`src/rtl/memory_port_arbiter_if.sv`:
```
// Memory-side bus between memory_port_arbiter (master) and the unified
// single-ported memory (slave).
interface memory_port_arbiter_if;
    logic        mem_request;
    logic        mem_write;
    logic [31:0] mem_address;
    logic [31:0] mem_wdata;
    logic [3:0]  mem_byteEnable;
    logic        mem_ready;
    logic [31:0] mem_rdata;
    logic        mem_rvalid;

    modport master (
        output mem_request, mem_write, mem_address, mem_wdata, mem_byteEnable,
        input  mem_ready, mem_rdata, mem_rvalid
    );

    modport slave (
        input  mem_request, mem_write, mem_address, mem_wdata, mem_byteEnable,
        output mem_ready, mem_rdata, mem_rvalid
    );
endinterface

```
`src/rtl/memory_port_arbiter.sv`:
```
// memory_port_arbiter: shares one single-ported memory between the fetch port
// and the load/store port. One transaction in flight; data side wins unless
// fetch has been passed over STARVE_LIMIT times in a row.
// Optional build macro MEM_ARB_WATCHDOG_EN adds a timeout on ISSUE/WAIT that
// aborts the transaction with a bus_error pulse.
module memory_port_arbiter #(
    parameter int unsigned STARVE_LIMIT = 4
`ifdef MEM_ARB_WATCHDOG_EN
    , parameter int unsigned WATCHDOG_CYCLES = 256
`endif
) (
    input  logic                         clock,
    input  logic                         reset,
    input  logic                         flush,
    input  logic                         i_request,
    input  logic [31:0]                  i_address,
    output logic [31:0]                  i_data,
    output logic                         i_valid,
    input  logic                         loadValid,
    input  logic                         storeValid,
    input  logic [31:0]                  d_address,
    input  logic [31:0]                  storeData,
    input  logic [3:0]                   byteEnable,
    output logic [31:0]                  loadData,
    output logic                         loadDataValid,
    output logic                         storeComplete,
    output logic                         bus_error,
    memory_port_arbiter_if.master        mem
);

    typedef enum logic [1:0] {StIdle, StIssue, StWait} state_t;
    typedef enum logic [1:0] {OwnFetch, OwnLoad, OwnStore} owner_t;

    localparam int unsigned   SW         = $clog2(STARVE_LIMIT + 1);
    localparam logic [SW-1:0] STARVE_MAX = SW'(STARVE_LIMIT);

`ifdef MEM_ARB_WATCHDOG_EN
    localparam int unsigned   WW      = $clog2(WATCHDOG_CYCLES + 1);
    localparam logic [WW-1:0] WD_LAST = WW'(WATCHDOG_CYCLES - 1);
    logic [WW-1:0] wd_cnt;
`endif

    state_t        state;
    owner_t        owner;
    logic [SW-1:0] starve_cnt;
    logic          fetch_dropped;   // fetch in flight was flushed; swallow its response

    logic fetch_req;
    logic fetch_forced;
    logic grant_store;
    logic grant_load;
    logic grant_fetch;

    // Arbitration among the three requesters, evaluated only while idle.
    always_comb begin
        fetch_req    = i_request & ~flush;
        fetch_forced = fetch_req & (starve_cnt == STARVE_MAX);
        grant_store  = storeValid & ~fetch_forced;
        grant_load   = loadValid & ~storeValid & ~fetch_forced;
        grant_fetch  = fetch_req & (fetch_forced | (~storeValid & ~loadValid));
    end

    // Transaction FSM with all outputs registered.
    always_ff @(posedge clock or posedge reset) begin
        if (reset) begin
            state              <= StIdle;
            owner              <= OwnFetch;
            starve_cnt         <= '0;
            fetch_dropped      <= 1'b0;
            i_data             <= '0;
            i_valid            <= 1'b0;
            loadData           <= '0;
            loadDataValid      <= 1'b0;
            storeComplete      <= 1'b0;
            mem.mem_request    <= 1'b0;
            mem.mem_write      <= 1'b0;
            mem.mem_address    <= '0;
            mem.mem_wdata      <= '0;
            mem.mem_byteEnable <= 4'h0;
`ifdef MEM_ARB_WATCHDOG_EN
            wd_cnt             <= '0;
            bus_error          <= 1'b0;
`endif
        end else begin
            i_valid       <= 1'b0;
            loadDataValid <= 1'b0;
            storeComplete <= 1'b0;
`ifdef MEM_ARB_WATCHDOG_EN
            bus_error     <= 1'b0;
`endif
            unique case (state)
                StIdle: begin
                    fetch_dropped <= 1'b0;
                    if (!i_request || grant_fetch) begin
                        starve_cnt <= '0;
                    end else if ((grant_store || grant_load) && starve_cnt != STARVE_MAX) begin
                        starve_cnt <= starve_cnt + 1'b1;
                    end
                    if (grant_store || grant_load || grant_fetch) begin
                        state           <= StIssue;
                        mem.mem_request <= 1'b1;
                    end
                    if (grant_store) begin
                        owner              <= OwnStore;
                        mem.mem_write      <= 1'b1;
                        mem.mem_address    <= d_address;
                        mem.mem_wdata      <= storeData;
                        mem.mem_byteEnable <= byteEnable;
                    end else if (grant_load) begin
                        owner              <= OwnLoad;
                        mem.mem_write      <= 1'b0;
                        mem.mem_address    <= d_address;
                        mem.mem_wdata      <= '0;
                        mem.mem_byteEnable <= 4'hF;
                    end else if (grant_fetch) begin
                        owner              <= OwnFetch;
                        mem.mem_write      <= 1'b0;
                        mem.mem_address    <= i_address;
                        mem.mem_wdata      <= '0;
                        mem.mem_byteEnable <= 4'hF;
                    end
                end
                StIssue: begin
                    if (mem.mem_ready) begin
                        // Already accepted by memory: must still consume the response.
                        mem.mem_request <= 1'b0;
                        state           <= StWait;
                        if (owner == OwnFetch && flush) fetch_dropped <= 1'b1;
                    end else if (owner == OwnFetch && flush) begin
                        mem.mem_request <= 1'b0;
                        state           <= StIdle;
                    end
                end
                StWait: begin
                    if (mem.mem_rvalid) begin
                        state <= StIdle;
                        unique case (owner)
                            OwnFetch: begin
                                i_data  <= mem.mem_rdata;
                                i_valid <= ~(fetch_dropped | flush);
                            end
                            OwnLoad: begin
                                loadData      <= mem.mem_rdata;
                                loadDataValid <= 1'b1;
                            end
                            OwnStore: storeComplete <= 1'b1;
                            default: ;
                        endcase
                    end else if (owner == OwnFetch && flush) begin
                        fetch_dropped <= 1'b1;
                    end
                end
                default: state <= StIdle;
            endcase
`ifdef MEM_ARB_WATCHDOG_EN
            // Timeout overrides anything the FSM decided this cycle.
            if (state == StIdle) begin
                wd_cnt <= '0;
            end else if (wd_cnt == WD_LAST) begin
                wd_cnt          <= '0;
                bus_error       <= 1'b1;
                state           <= StIdle;
                mem.mem_request <= 1'b0;
                i_valid         <= 1'b0;
                loadDataValid   <= 1'b0;
                storeComplete   <= 1'b0;
            end else begin
                wd_cnt <= wd_cnt + 1'b1;
            end
`endif
        end
    end

`ifndef MEM_ARB_WATCHDOG_EN
    assign bus_error = 1'b0;
`endif

endmodule

```
`src/flat_wrapper.sv`:
```
// flat-port wrapper written by rule: the top's interface ports become plain ports
module memory_port_arbiter_flat 
#(
    parameter int unsigned STARVE_LIMIT = 4

)
  (clock, reset, flush, i_request, i_address, i_data, i_valid, loadValid, storeValid, d_address, storeData, byteEnable, loadData, loadDataValid, storeComplete, bus_error, mem_mem_request, mem_mem_write, mem_mem_address, mem_mem_wdata, mem_mem_byteEnable, mem_mem_ready, mem_mem_rdata, mem_mem_rvalid);
  memory_port_arbiter_if mem_i ();
  input  logic clock;
  input  logic reset;
  input  logic flush;
  input  logic i_request;
  input  logic [31:0] i_address;
  output logic [31:0] i_data;
  output logic i_valid;
  input  logic loadValid;
  input  logic storeValid;
  input  logic [31:0] d_address;
  input  logic [31:0] storeData;
  input  logic [3:0] byteEnable;
  output logic [31:0] loadData;
  output logic loadDataValid;
  output logic storeComplete;
  output logic bus_error;
  output wire logic [$bits(mem_i.mem_request)-1:0] mem_mem_request;
  output wire logic [$bits(mem_i.mem_write)-1:0] mem_mem_write;
  output wire logic [$bits(mem_i.mem_address)-1:0] mem_mem_address;
  output wire logic [$bits(mem_i.mem_wdata)-1:0] mem_mem_wdata;
  output wire logic [$bits(mem_i.mem_byteEnable)-1:0] mem_mem_byteEnable;
  input wire logic [$bits(mem_i.mem_ready)-1:0] mem_mem_ready;
  input wire logic [$bits(mem_i.mem_rdata)-1:0] mem_mem_rdata;
  input wire logic [$bits(mem_i.mem_rvalid)-1:0] mem_mem_rvalid;
  assign mem_mem_request = mem_i.mem_request;
  assign mem_mem_write = mem_i.mem_write;
  assign mem_mem_address = mem_i.mem_address;
  assign mem_mem_wdata = mem_i.mem_wdata;
  assign mem_mem_byteEnable = mem_i.mem_byteEnable;
  assign mem_i.mem_ready = mem_mem_ready;
  assign mem_i.mem_rdata = mem_mem_rdata;
  assign mem_i.mem_rvalid = mem_mem_rvalid;
  memory_port_arbiter #(.STARVE_LIMIT(STARVE_LIMIT)) u_core (.clock(clock), .reset(reset), .flush(flush), .i_request(i_request), .i_address(i_address), .i_data(i_data), .i_valid(i_valid), .loadValid(loadValid), .storeValid(storeValid), .d_address(d_address), .storeData(storeData), .byteEnable(byteEnable), .loadData(loadData), .loadDataValid(loadDataValid), .storeComplete(storeComplete), .bus_error(bus_error), .mem(mem_i));
endmodule
```
`config.mk`:
```
export PLATFORM = sky130hd
export DESIGN_NAME = memory_port_arbiter_flat
export DESIGN_NICKNAME = d
export VERILOG_FILES = /design/src/rtl/memory_port_arbiter_if.sv /design/src/rtl/memory_port_arbiter.sv /design/src/flat_wrapper.sv
export SDC_FILE = /design/constraint.sdc
export NUM_CORES = 1
export LEC_CHECK = 0
export CAP_MARGIN = 20
export CORE_AREA = 2 2 109 111
export CTS_BUF_LIST = sky130_fd_sc_hd__clkbuf_8
export DETAILED_ROUTE_END_ITERATION = 10
export DIE_AREA = 0 0 111 113
export DONT_BUFFER_PORTS = 1
export PLACE_DENSITY = 0.65
export SYNTH_ARGS = -nofsm -noshare
export SYNTH_HDL_FRONTEND = slang
export SYNTH_SLANG_ARGS = --single-unit
```
`constraint.sdc`:
```
create_clock -name clock -period 7.3 [get_ports clock]
set_input_delay 1.46 -clock clock [delete_from_list [all_inputs] [get_ports clock]]
set_output_delay 1.46 -clock clock [all_outputs]
set_load 0.005 [all_outputs]
```
==> Yosys cells after proc, flatten, opt, wreduce, memory -nomap -nowiden <==
Index checks and enable logic that the tools add are counted.
{ "word_totals": {"elab_cells": 98, "inputBits": 140, "output_inout_bits": 138, "register_bits": 145} }
{ "classes": {"bitwise": 14, "reduce_logical": 19, "n_eq_ne": 11, "mux": 39, "addsub": 1} }
{ "op_table": {"columns": ["op", "n"], "rows": [
  ["$mux 32", 6],
  ["$mux 1", 18],
  ["$reduce_and 3->1", 5],
  ["$mux 2", 7],
  ["$mux 4", 3],
  ["$and 1x1->1", 7],
  ["$mux 3", 2],
  ["$ne 2x2->1 const B", 3],
  ["$pmux 2 s3", 1],
  ["$reduce_bool 3->1", 2],
  ["$not 1->1", 5],
  ["$eq 2x1->1 const B", 2],
  ["$eq 2x2->1 const B", 2],
  ["$logic_not 2->1", 2],
  ["$reduce_and 2->1", 2],
  ["$reduce_bool 2->1", 2],
  ["$add 3x1->3 const B", 1],
  ["$eq 3x3->1 const B", 1],
  ["$logic_or 1x1->1", 3],
  ["$ne 3x2->1 const B", 1],
  ["$ne 3x3->1 const B", 1],
  ["$pmux 1 s3", 1],
  ["$logic_and 1x1->1", 2],
  ["$ne 2x1->1 const B", 1],
  ["other kinds (3)", 4]
]} }

==> Depth between registers and ports, before layout <==
Gate-level depths: netlist of run 1.
{ "logic_depth": {"ltp_word": 9, "ltp_mapped": 9, "depth_no_buf": 6} }

==> Least setup slack after synthesis of run 1 <==
No wires, ideal clock.
{ "synth_timing": {"kind": "in2reg", "from": "in storeValid", "to": "reg u_core.mem.mem_address[6]", "n_path_buf": 1, "t_required_ns": 7.168, "t_arrival_ns": 2.291, "slack_ns": 4.877, "setup_time_ns": 0.132, "cell_stages": 5, "path_cell_list": "or2_2 nand2_4 buf_6 mux2i_1 o21ai_1"} }
{ "synth_via": {"elab_chain_len": 6, "word_cells_on_any_way": 11, "cone_classes": "mux: 2; bitwise: 7; reduce/logical: 2"} }
{ "synth_rtl": {"columns": ["element", "line", "source"], "rows": [
  ["start, declared", "flat_wrapper.sv:17", "input logic storeValid;"],
  ["$not 1->1", "memory_port_arbiter.sv:59, memory_port_arbiter.sv:60", null],
  ["$and 1x1->1", "memory_port_arbiter.sv:60", "grant_fetch = fetch_req & (fetch_forced | (~storeValid & ~loadValid));"],
  ["$or 1x1->1", "memory_port_arbiter.sv:60", null],
  ["$and 1x1->1", "memory_port_arbiter.sv:60", null],
  ["$reduce_bool 3->1 (no line)", null, null],
  ["$reduce_and 2->1 (no line)", null, null],
  ["end signal, assigned", "memory_port_arbiter.sv:106", "mem.mem_address <= d_address;"],
  ["end signal, assigned", "memory_port_arbiter.sv:112", "mem.mem_address <= d_address;"],
  ["end signal, assigned", "memory_port_arbiter.sv:118", "mem.mem_address <= i_address;"],
  ["end, declared", "memory_port_arbiter_if.sv:14", "output mem_request, mem_write, mem_address, mem_wdata, mem_byteEnable,"]
]} }
Parallel ways exist; a longest one is shown, timed or not.
A chain may end at the register's enable or synchronous reset.

==> Worst setup path after layout of run 1 <==
{ "layout_timing": {"from": "in storeValid", "to": "reg u_core.mem.mem_address[31]"} }
The elaborated chain is that of the path after synthesis.

==> metrics.md, run 1 <==
| Metric | Value |
|---|---|
| DR iter-0 viols | around 190 |
| Number of global-route vias before repair | 3676 |
| DR WL/cell | 19.2 µm |
| Syn Nets | 638 |
| Critical Path Slowest Stage Cell | buf_4 |
| Synth Flop Type | dfrtp_1 |
| Actual slew at the worst max-slew pin | 1.04 ns |
| Clock buffer depth | 2 |
| Die Wd | 111 µm |
| Switching Fraction | 33.5% |
| Relative slew slack | around 30% |
| Port Buffers | 0 |
| First-pass GRT wire length | 19400 µm |
| Hold Fails Final Rpt | 0 |
| Num ports | 278 |
| Pre-Repair DR Iteration Count | 4 |
| Global route overflow | 0 |
| Nets@finish | around 630 |
| Reg area | 3600 µm² |
| Setup CP Type | in -> reg |
| Crit-path cells | nor2_1, a21o_2, buf_4, o21ai_0 |
| Via density | 5.60 |
| Sink Count | 144 |
| Inserted Clock Buffers | 17 |
| Slew Limit Fails | 0 |
| Comb pwr share | 22.9% |
| Top cells by area, synth | dfrtp_1 (61%), nand2_1 (8.7%), mux2_2 (6.3%) |
| Die Y | 113 µm |
| Flop pwr share | 53.0% |
| Fmax | 371 MHz |
| Cell count after placement | 611 |
| GP Congestion | 0.790 |
| Max Cap Viol | 0 |
| Final setup viols | 0 |
| Worst path arrival time | 2.97 ns |
| CP endpoint kind | register |
| Count leader, synth | dfrtp_1 |
| Post-Syn Area | 5890 µm² |
| Tmin final | 2.69 ns |
| Layout cell share with drive strength beyond 1 | 15.2% |
| Critical Path Start Type | input pin |
| CP peak stage delay | 0.57 ns |
| # hold bufs at CTS | 0 |
| Sw Pwr | 0.908 mW |
| DP Wirelength | 8840 µm |
| Residual DRC count | 0 |
| Pint | roughly 1.8 mW |
| Core Region | 11300 µm² |
| Final Hold Slack | 0.441 ns |
| Largest fanout on the critical path | 60 |
| Filler cells | between 900 and 1000 |
| Final Non-Filler Cells | around 640 |
| CTS tree | yes |
| Tcrit/Tclk final | 36.9% |
| CTS clk-pin slew, worst paths | 0.07 ns |
| Post-synth top area cell | dfrtp_1 |
| Gate count after technology mapping | 492 |
| Clock skew | 0.00852 ns |
| Gr usage total | 19.7% |
| Rows | 39 |
| Pin count of the biggest net entering global routing | 89 |
| Total wire length | 12300 µm |
| Skew-Pair Late Insertion Delay | 0.42 ns |
| Max VDD drop | 0.219 mV |
| Pwr dens | around 430 nW/µm² |
| EDFF count, synth | 0 |
| Mean Syn Cell Area | 12.0 µm² |
| Area share of the leading cell type in the synthesized netlist | 61.1% |
| Post-CTS Setup Bufs | 0 |
| TNS Setup | 0 ns |
| Root Driver | clkbuf_8 |
| Yosys warnings | 0 |
| H-tree Lvls | 4 |
| RSZ-0062 raised after global routing | false |
| Final ANT Viol Nets | 0 |
| Synth-to-layout area growth | 7.28% |
| FF+latch count, synth | 144 |
| Worst hold-check path type | reg -> reg |
| Critical Path RT | between 7 and 8 ns |
| Distinct cells, synth | 36 |
| Seq/Total Area, Yosys | 61.1% |
| Status | completed |
| Commonest cells post-synth | dfrtp_1 (144), nand2_1 (136), a22o_1 (34), mux2_2 (33), mux2i_1 (32) |
| Starting density of the core | between 50% and 60% |
| Initial antenna violation count | 0 |
| N_diodes | 0 |
| Leak | 3.03 nW |
| Die area | about 13000 µm² |
| Clock share of power | between 20% and 30% |
| Multi-input gate area | 2030 µm² |
| Power after layout | 2.71 mW |
| Post-synth ARST share | 100% |
| Vias post-DR | 3593 |
| # resized after CTS | 0 |
-- cells by family (layout without fill, tap and decap cells) --
family	after synthesis	count (layout)	share of synthesized area (%)
other cells	1	1	0.0636
flops	144	144	61.1
buf+inv	36	43	4.48
fa+ha+maj	6	6	1.27
compound gates	83	83	9.98
simple gates	157	157	11.3
mux	65	65	11.7
-- worst max-delay path, delay by kind of cell --
kind | cells | cell delay [ns]
and+or+nand+nor | 1 | 0.16
AOI/OAI and AO/OA | 2 | 0.75
buffers and inverters | 1 | 0.57
-- power groups by stage --
stage | registers (mW) | clock network (mW) | logic [mW]
final | 1.44 | 0.655 | 0.620
after global routing | 1.48 | 0.709 | 0.715
after CTS | 1.45 | 0.674 | 0.629
after detailed placement | 1.46 | 0 | 0.635
after global placement | 1.45 | 0 | 0.593
after floorplan | 1.36 | 0 | 0.601
-- routing by layer --
metal	vias up	part of all wire, %	GRT usage [%]
met4	0	2.0	7.33
li1	1667	-	-
met5	-	0	0
met2	199	49	32.1
met3	23	10	9.00
met1	1704	39	23.3
-- state kept, by name, indices dropped and copies added (netlist names) --
register                   flops
u_core.mem.mem_byteEnable      4
u_core.loadDataValid           1
u_core.storeComplete           1
u_core.mem.mem_wdata          32
u_core.i_valid                 1
u_core.mem.mem_request         1
u_core.i_data                 32
u_core.state                   2
u_core.mem.mem_address        32
u_core.fetch_dropped           1
u_core.starve_cnt              3
u_core.owner                   2
u_core.loadData               32
-- through the flow --
step / worst slack, ns / instance area [µm²] / utilization, %
2_1_floorplan: 1.97 / 5890 / -
3_3_place_gp: 4.23 / 5870 / 52.1
3_5_place_dp: 4.13 / 5870 / 52.1
4_1_cts: 4.62 / 6290 / 55.8
5_1_grt: 4.43 / 6320 / 56.1
6_report: 4.61 / 6320 / 56.1
-- area by class of cell --
type                    count  area share (%)
clock buffers              21            4.57
flip-flops and latches    144            57.0
well taps                 143            2.83
inverters                   8           0.554
clock inverters             9            2.08
multi-input cells         312            32.1
repair buffers              5           0.910
-- path summary, 6_finish.rpt --
check                      cells past startpoint  slack (ns)                         end                  from
max                                            4        4.61  u_core.mem.mem_address[31]            storeValid
min                                            1        0.44              u_core.i_valid  u_core.fetch_dropped
max reg2reg                                    6        4.96  u_core.mem.mem_address[31]       u_core.state[0]
min reg2reg                                    1        0.44              u_core.i_valid  u_core.fetch_dropped
max in group asynchronous                      3        5.33        u_core.starve_cnt[0]                 reset
min in group asynchronous                      1        0.93   u_core.mem.mem_address[0]                 reset
-- cells in the final DEF (no fill, tap or decap), types with 3 or more instances in the layout --
| cell | count |
|---|---|
| a21oi_1 | 3 |
| a22o_1 | 34 |
| buf_4 | 4 |
| bufinv_16 | 3 |
| clkbuf_8 | 21 |
| clkinvlp_4 | 3 |
| dfrtp_1 | 144 |
| ha_1 | 6 |
| inv_1 | 7 |
| mux2_2 | 33 |
| mux2i_1 | 32 |
| nand2_1 | 136 |
| nand3_1 | 4 |
| nor2_1 | 4 |
| o21ai_0 | 11 |
| o21ai_1 | 22 |
| o22a_1 | 4 |
Note: power is estimated with default switching activity, not from simulation.
==> inputs of run 2 (changes only) <==
ABC_AREA = 1   (was default)
CORE_AREA = 2 2 107 109   (was 2 2 109 111)
DIE_AREA = 0 0 109 111   (was 0 0 111 113)
PLACE_DENSITY = 0.72   (was 0.65)
clock period = 2.7 ns   (was 7.3 ns; I/O delays follow)
==> run 2 against run 1 <==
Sequential share of layout area shrank 4.6 points. Cell count grew 41%. Global-route usage grew 5.4 points. Worst hold slack lost 0.36 ns. Synthesized cell count grew 55%. Worst setup slack lost 3.9 ns. Largest power group unchanged.
==> metrics.md, run 2 <==
| Metric | Value |
|---|---|
| # resized after CTS | 0 (unchanged) |
| Final Non-Filler Cells | 906 (+41%) |
| DP Wirelength | 10700 µm (+21%) |
| Largest fanout on the critical path | 65 (+8.3%) |
| Commonest cells post-synth | nand2_1 (253), dfrtp_1 (144), inv_1 (118), nand3_1 (94), o21ai_0 (71) |
| Max Cap Viol | 0 (unchanged) |
| Inserted Clock Buffers | 17 (unchanged) |
| Post-CTS Setup Bufs | 0 (unchanged) |
| Nets@finish | 895 (+41%) |
| Actual slew at the worst max-slew pin | 0.992 ns (-0.0468 ns) |
| Max VDD drop | 0.589 mV (+170%) |
| Sink Count | 144 (unchanged) |
| Worst hold-check path type | in -> async |
| Leak | 3.85 nW (+27%) |
| Seq/Total Area, Yosys | 56.5% (-4.6 points) |
| Number of global-route vias before repair | 4750 (+29%) |
| Residual DRC count | 0 (unchanged) |
| Die area | 12100 µm² (-3.5%) |
| Count leader, synth | nand2_1 |
| EDFF count, synth | 0 (unchanged) |
| Starting density of the core | 57.6% (+5.3 points) |
| CTS tree | yes |
| CTS clk-pin slew, worst paths | 0.08 ns (about the same) |
| Initial antenna violation count | 3 (+3) |
| Cell count after placement | 873 (+43%) |
| Tmin final | between 2 and 2.5 ns |
| TNS Setup | 0 ns (unchanged) |
| Post-synth top area cell | dfrtp_1 |
| Critical Path RT | 2.95 ns (-4.62 ns) |
| Gr usage total | 25.1% (+5.4 points) |
| DR iter-0 viols | 407 (+120%) |
| H-tree Lvls | 4 (unchanged) |
| Most frequent cells in the layout | nand2_1 (252), dfrtp_1 (144), inv_1 (119) |
| Setup WS post-layout | 0.669 ns (-3.94 ns) |
| Post-DP Area | 6420 µm² (+9.3%) |
| Tcrit/Tclk final | 75.2% |
| Port Buffers | 0 (unchanged) |
| Fmax | 492 MHz |
| Mean Syn Cell Area | 8.35 µm² (-30%) |
| Global route overflow | 0 (unchanged) |
| Worst path arrival time | 2.28 ns (-0.69 ns) |
| Syn Nets | 910 (+43%) |
| Die Y | 111 µm (-1.8%) |
| Clock skew | 0.00898 ns (+0.000454 ns) |
| Switching Fraction | 36.6% (+3.1 points) |
| Rows | 39 (unchanged) |
| Comb pwr share | 24.1% (+1.2 points) |
| Hold Fails Final Rpt | 0 (unchanged) |
| Skew-Pair Late Insertion Delay | 0.43 ns (about the same) |
| Post-Syn Area | 6380 µm² (+8.2%) |
| Commonest non-fill, non-tap cell in the layout | nand2_1 |
| Total wire length | 14900 µm (+21%) |
| GP Congestion | 0.817 (+3.3%) |
| # hold bufs at CTS | 0 (unchanged) |
| Synth-to-layout area growth | 7.85% |
| Pint | 4.91 mW (+170%) |
| Vias post-DR | 4891 (+36%) |
| Gate count after technology mapping | 764 (+55%) |
| Flop pwr share | 51.2% (-1.8 points) |
| FF+latch count, synth | 144 (unchanged) |
| Pwr dens | 1130 nW/µm² (+160%) |
| Via density | 5.40 (-3.5%) |
| Final setup viols | 0 (unchanged) |
| Final ANT Viol Nets | 0 (unchanged) |
| Finished Core Util | 62.1% (+6.0 points) |
| Num ports | 278 (unchanged) |
| Yosys warnings | 0 (unchanged) |
| Root Driver | clkbuf_8 |
| Area share of the leading cell type in the synthesized netlist | 56.5% (-4.6 points) |
| Top cells by area, synth | dfrtp_1 (57%), nand2_1 (15%), nand3_1 (7.4%) |
| Clock buffer depth | 2 (unchanged) |
| Power after layout | 7.75 mW (+190%) |
| Critical Path Start Type | register |
| Pin count of the biggest net entering global routing | 67 (-25%) |
| Core Region | 11100 µm² (-1.7%) |
| Clock share of power | 24.7% (+0.5 points) |
| Setup CP Type | reg -> reg |
| Post-synth ARST share | 100% (unchanged) |
| Filler cells | 951 (+1.6%) |
| Status | completed |
| Final Hold Slack | 0.0826 ns (-0.358 ns) |
| RSZ-0062 raised after global routing | false |
| DR WL/cell | 16.4 µm (-14%) |
| CP endpoint kind | register |
| Fin area | 6880 µm² (+8.8%) |
| Relative slew slack | 33.7% (+2.9 points) |
| Distinct cells, synth | 22 (-39%) |
| Pre-Repair DR Iteration Count | 4 (unchanged) |
| Slew Limit Fails | 0 (unchanged) |
| Sw Pwr | 2.84 mW (+210%) |
| Die Wd | 109 µm (-1.8%) |
| Dpl ws | 0.684 ns (-3.45 ns) |
| Layout cell share with drive strength beyond 1 | 8.02% (-7.2 points) |
| Synth Flop Type | dfrtp_1 |
| First-pass GRT wire length | 23500 µm (+21%) |
-- run 2: routing by layer --
| metal | share of wire [%] | GRT usage (%) | up-vias |
|---|---|---|---|
| li1 | - | - | 2311 |
| met1 | 37 | 28.7 | 2282 |
| met2 | 49 | 41.0 | 257 |
| met3 | 11 | 9.82 | 39 |
| met4 | 2.8 | 11.6 | 2 |
| met5 | 0.087 | 0 | - |
-- run 2: power by group through the flow --
stage | clock [mW] | sequential (mW) | combinational (mW)
floorplan | 0 | 3.70 | 1.66
global placement | 0 | 3.97 | 1.78
detailed placement | 0 | 4.00 | 1.91
CTS | 1.96 | 3.97 | 1.90
global route | 2.06 | 4.08 | 2.23
finish | 1.91 | 3.97 | 1.87
-- run 2: cells by family after synthesis --
group	count (synthesis)	share of synthesized area, %
adders and majority gates	6	1.18
buffers and inverters	163	10.8
AOI/OAI and AO/OA	71	5.57
other	1	0.0588
DFF	144	56.5
xor gates and xnor gates	1	0.137
and+or+nand+nor	378	25.8
-- run 2: layout make-up --
type,instances,area (µm²),share of cell area (%)
flip-flops and latches,144,3600,52.4
well taps,143,179,2.60
multi-input cells,457,2090,30.5
inverters,121,458,6.66
clock buffers,19,262,3.80
diodes,2,5.00,0.0728
clock inverters,12,191,2.78
repair buffers,8,85.1,1.24
-- run 2: worst paths after layout --
kind / startpoint / to / slack [ns] / depth (start not counted)
max in group asynchronous: reset / u_core.loadData[10] / 1.91 / 2
max reg2reg: u_core.state[0] / u_core.i_data[20] / 0.67 / 6
max: u_core.state[0] / u_core.i_data[20] / 0.67 / 6
min reg2reg: u_core.fetch_dropped / u_core.i_valid / 0.43 / 1
min in group clock: flush / u_core.i_valid / 0.17 / 1
min: reset / u_core.i_data[2] / 0.08 / 1
-- run 2: worst max-delay path, stage by stage (launching register included) --
cell and delay (ns):
dfrtp_1 0.41, inv_1 0.08, ha_1 0.21, nand2_1 0.11
inv_1 0.08, nand2_2 0.71, o21ai_0 0.23
==> inputs of run 3 (changes only) <==
ABC_AREA = 0   (was 1)
CORE_AREA = 2 2 106 108   (was 2 2 107 109)
DIE_AREA = 0 0 108 110   (was 0 0 109 111)
PLACE_DENSITY = 0.71   (was 0.72)
clock period = 1.7 ns   (was 2.7 ns; I/O delays follow)
==> run 3 against run 2 <==
Worst hold slack got worse by 0.047 ns. Worst setup slack worse by 0.65 ns. Routed wire length is 2.9% lower. Combinational power grew 74%. Cell count fell by 24%. Power increased by 58%. Core utilization rose by 3.0 points. Die area is 1.8% lower. Clock-buffer cell count down 1. Clock power grew 45%. Largest power group unchanged.
==> metrics.md, run 3 (synthesized netlist as in run 1, its figures left out) <==
| Metric | Value |
|---|---|
| Tmin final | 1.68 ns (-0.347 ns) |
| Hold Fails Final Rpt | 0 (unchanged) |
| CTS clk-pin slew, worst paths | 0.08 ns (about the same) |
| DP Wirelength | 9250 µm (-14%) |
| DR WL/cell | 20.9 µm (+27%) |
| CTS tree | yes |
| Routed wl met3 | 1330 µm (-20%) |
| Via density | 5.65 (+4.7%) |
| Die area | 11900 µm² (-1.8%) |
| Starting density of the core | 55.1% (-2.5 points) |
| DR iter-0 viols | 223 (-45%) |
| Total wire length | 14500 µm (-2.9%) |
| Max Used Layer | met4 |
| Die Wd | 108 µm (-0.92%) |
| Post-route met1 wirelength | 5440 µm (-0.69%) |
| Met2 wire length | 7480 µm (+2.0%) |
| Root Driver | clkbuf_8 |
| First-pass GRT wire length | 20100 µm (-15%) |
| Nets@finish | 683 (-24%) |
| Number of global-route vias before repair | 4026 (-15%) |
| Status | completed |
| CP peak stage delay | 0.40 ns (-0.31 ns) |
| Leak | 3.33 nW (-14%) |
| Max Cap Viol | 0 (unchanged) |
| Pwr dens | 1750 nW/µm² (+56%) |
| Filler cells | 776 (-18%) |
| Cell count after placement | 619 (-29%) |
| Final Hold Slack | 0.0357 ns (-0.0470 ns) |
| Fmax | 594 MHz (+21%) |
| Pre-Repair DR Iteration Count | 4 (unchanged) |
| Die Y | 110 µm (-0.90%) |
| Largest fanout on the critical path | 8 (-88%) |
| Gr usage total | 22.1% (-3.0 points) |
| Critical Path Start Type | register |
| CP endpoint kind | register |
| Commonest non-fill, non-tap cell in the layout | dfrtp_1 |
| Crit path max-delay family | flip-flops |
| Slew Limit Fails | 0 (unchanged) |
| Worst path arrival time | 2.00 ns (-0.28 ns) |
| Setup CP Type | reg -> reg |
| Critical Path RT | 2.02 ns (-0.93 ns) |
| Rows | 38 (-2.6%) |
| Critical Path Slowest Stage Cell | dfrtp_1 |
| Crit-path cells | inv_2, ha_2, nand2_4, nor3_4, buf_6, clkbuf_16, mux2_2 |
| Worst hold-check path type | in -> reg |
| Num ports | 278 (unchanged) |
| GP Congestion | 0.742 (-9.2%) |
| Initial antenna violation count | 0 (-3) |
| Bufs and invs on worst path | 3 (+1) |
| Finished Core Util | 65.1% (+3.0 points) |
| RSZ-0062 raised after global routing | true |
| Clock buffer depth | 2 (unchanged) |
| Vias post-DR | 3904 (-20%) |
| Max VDD drop | 0.958 mV (+63%) |
| Core Region | 10700 µm² (-3.4%) |
| Skew-Pair Late Insertion Delay | 0.43 ns (about the same) |
| H-tree Lvls | 4 (unchanged) |
| Final Non-Filler Cells | 691 (-24%) |
| Sink Count | 144 (unchanged) |
| Pin count of the biggest net entering global routing | 86 (+28%) |
| Final ANT Viol Nets | 0 (unchanged) |
| Layout cell share with drive strength beyond 1 | 18.0% (+10 points) |
| Clock skew | 0.0114 ns (+0.00244 ns) |
| Port Buffers | 0 (unchanged) |
| Most frequent cells in the layout | dfrtp_1 (144), nand2_1 (135), a22o_1 (34) |
| Synth-to-layout area growth | 18.1% |
| Residual DRC count | 0 (unchanged) |
| Tcrit/Tclk final | 99.1% (+24 points) |
| Final setup viols | 0 (unchanged) |
| Global route overflow | 0 (unchanged) |
| Inserted Clock Buffers | 17 (unchanged) |
## run 3: changes by cell type in the layout (fill, tap and decap cells not counted), moves of 31 or more
cell	change
inv_1	-113
o21ai_0	-60
mux2i_1	+31
dlygate4sd3_1	+33
nand2_1	-117
a22o_1	+34
nand3_1	-89
## run 3: routing by layer
metal  GRT usage [%]  vias to the layer above
met5               0                        -
met4            9.34                        0
met3            8.70                       18
met2            37.6                      202
met1            24.8                     1911
li1                -                     1773
## run 3: per-stage QoR
step           instance area, µm²  power, mW  worst slack (ns)  TNS [ns]
3_3_place_gp                 6030       8.99             0.108         0
4_1_cts                      6690       12.0            0.0212         0
3_5_place_dp                 6030       9.21            0.0364         0
6_report                     6960       12.2            0.0158         0
2_1_floorplan                5900       8.41            -0.445    -64.09
5_1_grt                      6960       13.0           -0.0625    -0.689
## run 3: area by class of cell
class	count	area (µm²)	area share (%)
antenna	1	2.50	0.0360
tap	140	175	2.52
clock buffer	18	248	3.56
clock inverter	14	156	2.25
timing repair buffer	54	634	9.11
inverter	8	33.8	0.485
multi-input combinational	312	2110	30.3
sequential	144	3600	51.8
## run 3: worst paths after layout
| path | start | to | slack, ns | cells after the start |
|---|---|---|---|---|
| max reg2reg | u_core.state[0] | u_core.i_data[16] | 0.02 | 7 |
| min in group asynchronous | reset | u_core.loadData[28] | 0.50 | 3 |
| max | u_core.state[0] | u_core.i_data[16] | 0.02 | 7 |
| min reg2reg | u_core.fetch_dropped | u_core.i_valid | 0.44 | 1 |
| min | mem_mem_rdata[30] | u_core.loadData[30] | 0.04 | 2 |
| max in group asynchronous | reset | u_core.mem.mem_address[13] | 0.78 | 3 |
## run 3: where the power goes
| group | total (mW) | switching, mW | internal, mW |
|---|---|---|---|
| logic | 3.25 | 1.59 | 1.66 |
| clock network | 2.76 | 1.39 | 1.37 |
| registers | 6.20 | 1.30 | 4.90 |
| total | 12.2 | 4.28 | 7.93 |
## run 3: timing repair
item / CTS / global route
endpoints found under the setup margin: 0 / 48
gates resized for setup: 0 / 27
hold endpoints to repair: 169 / 7
setup buffers: 0 / 2
hold buffers: 26 / 7
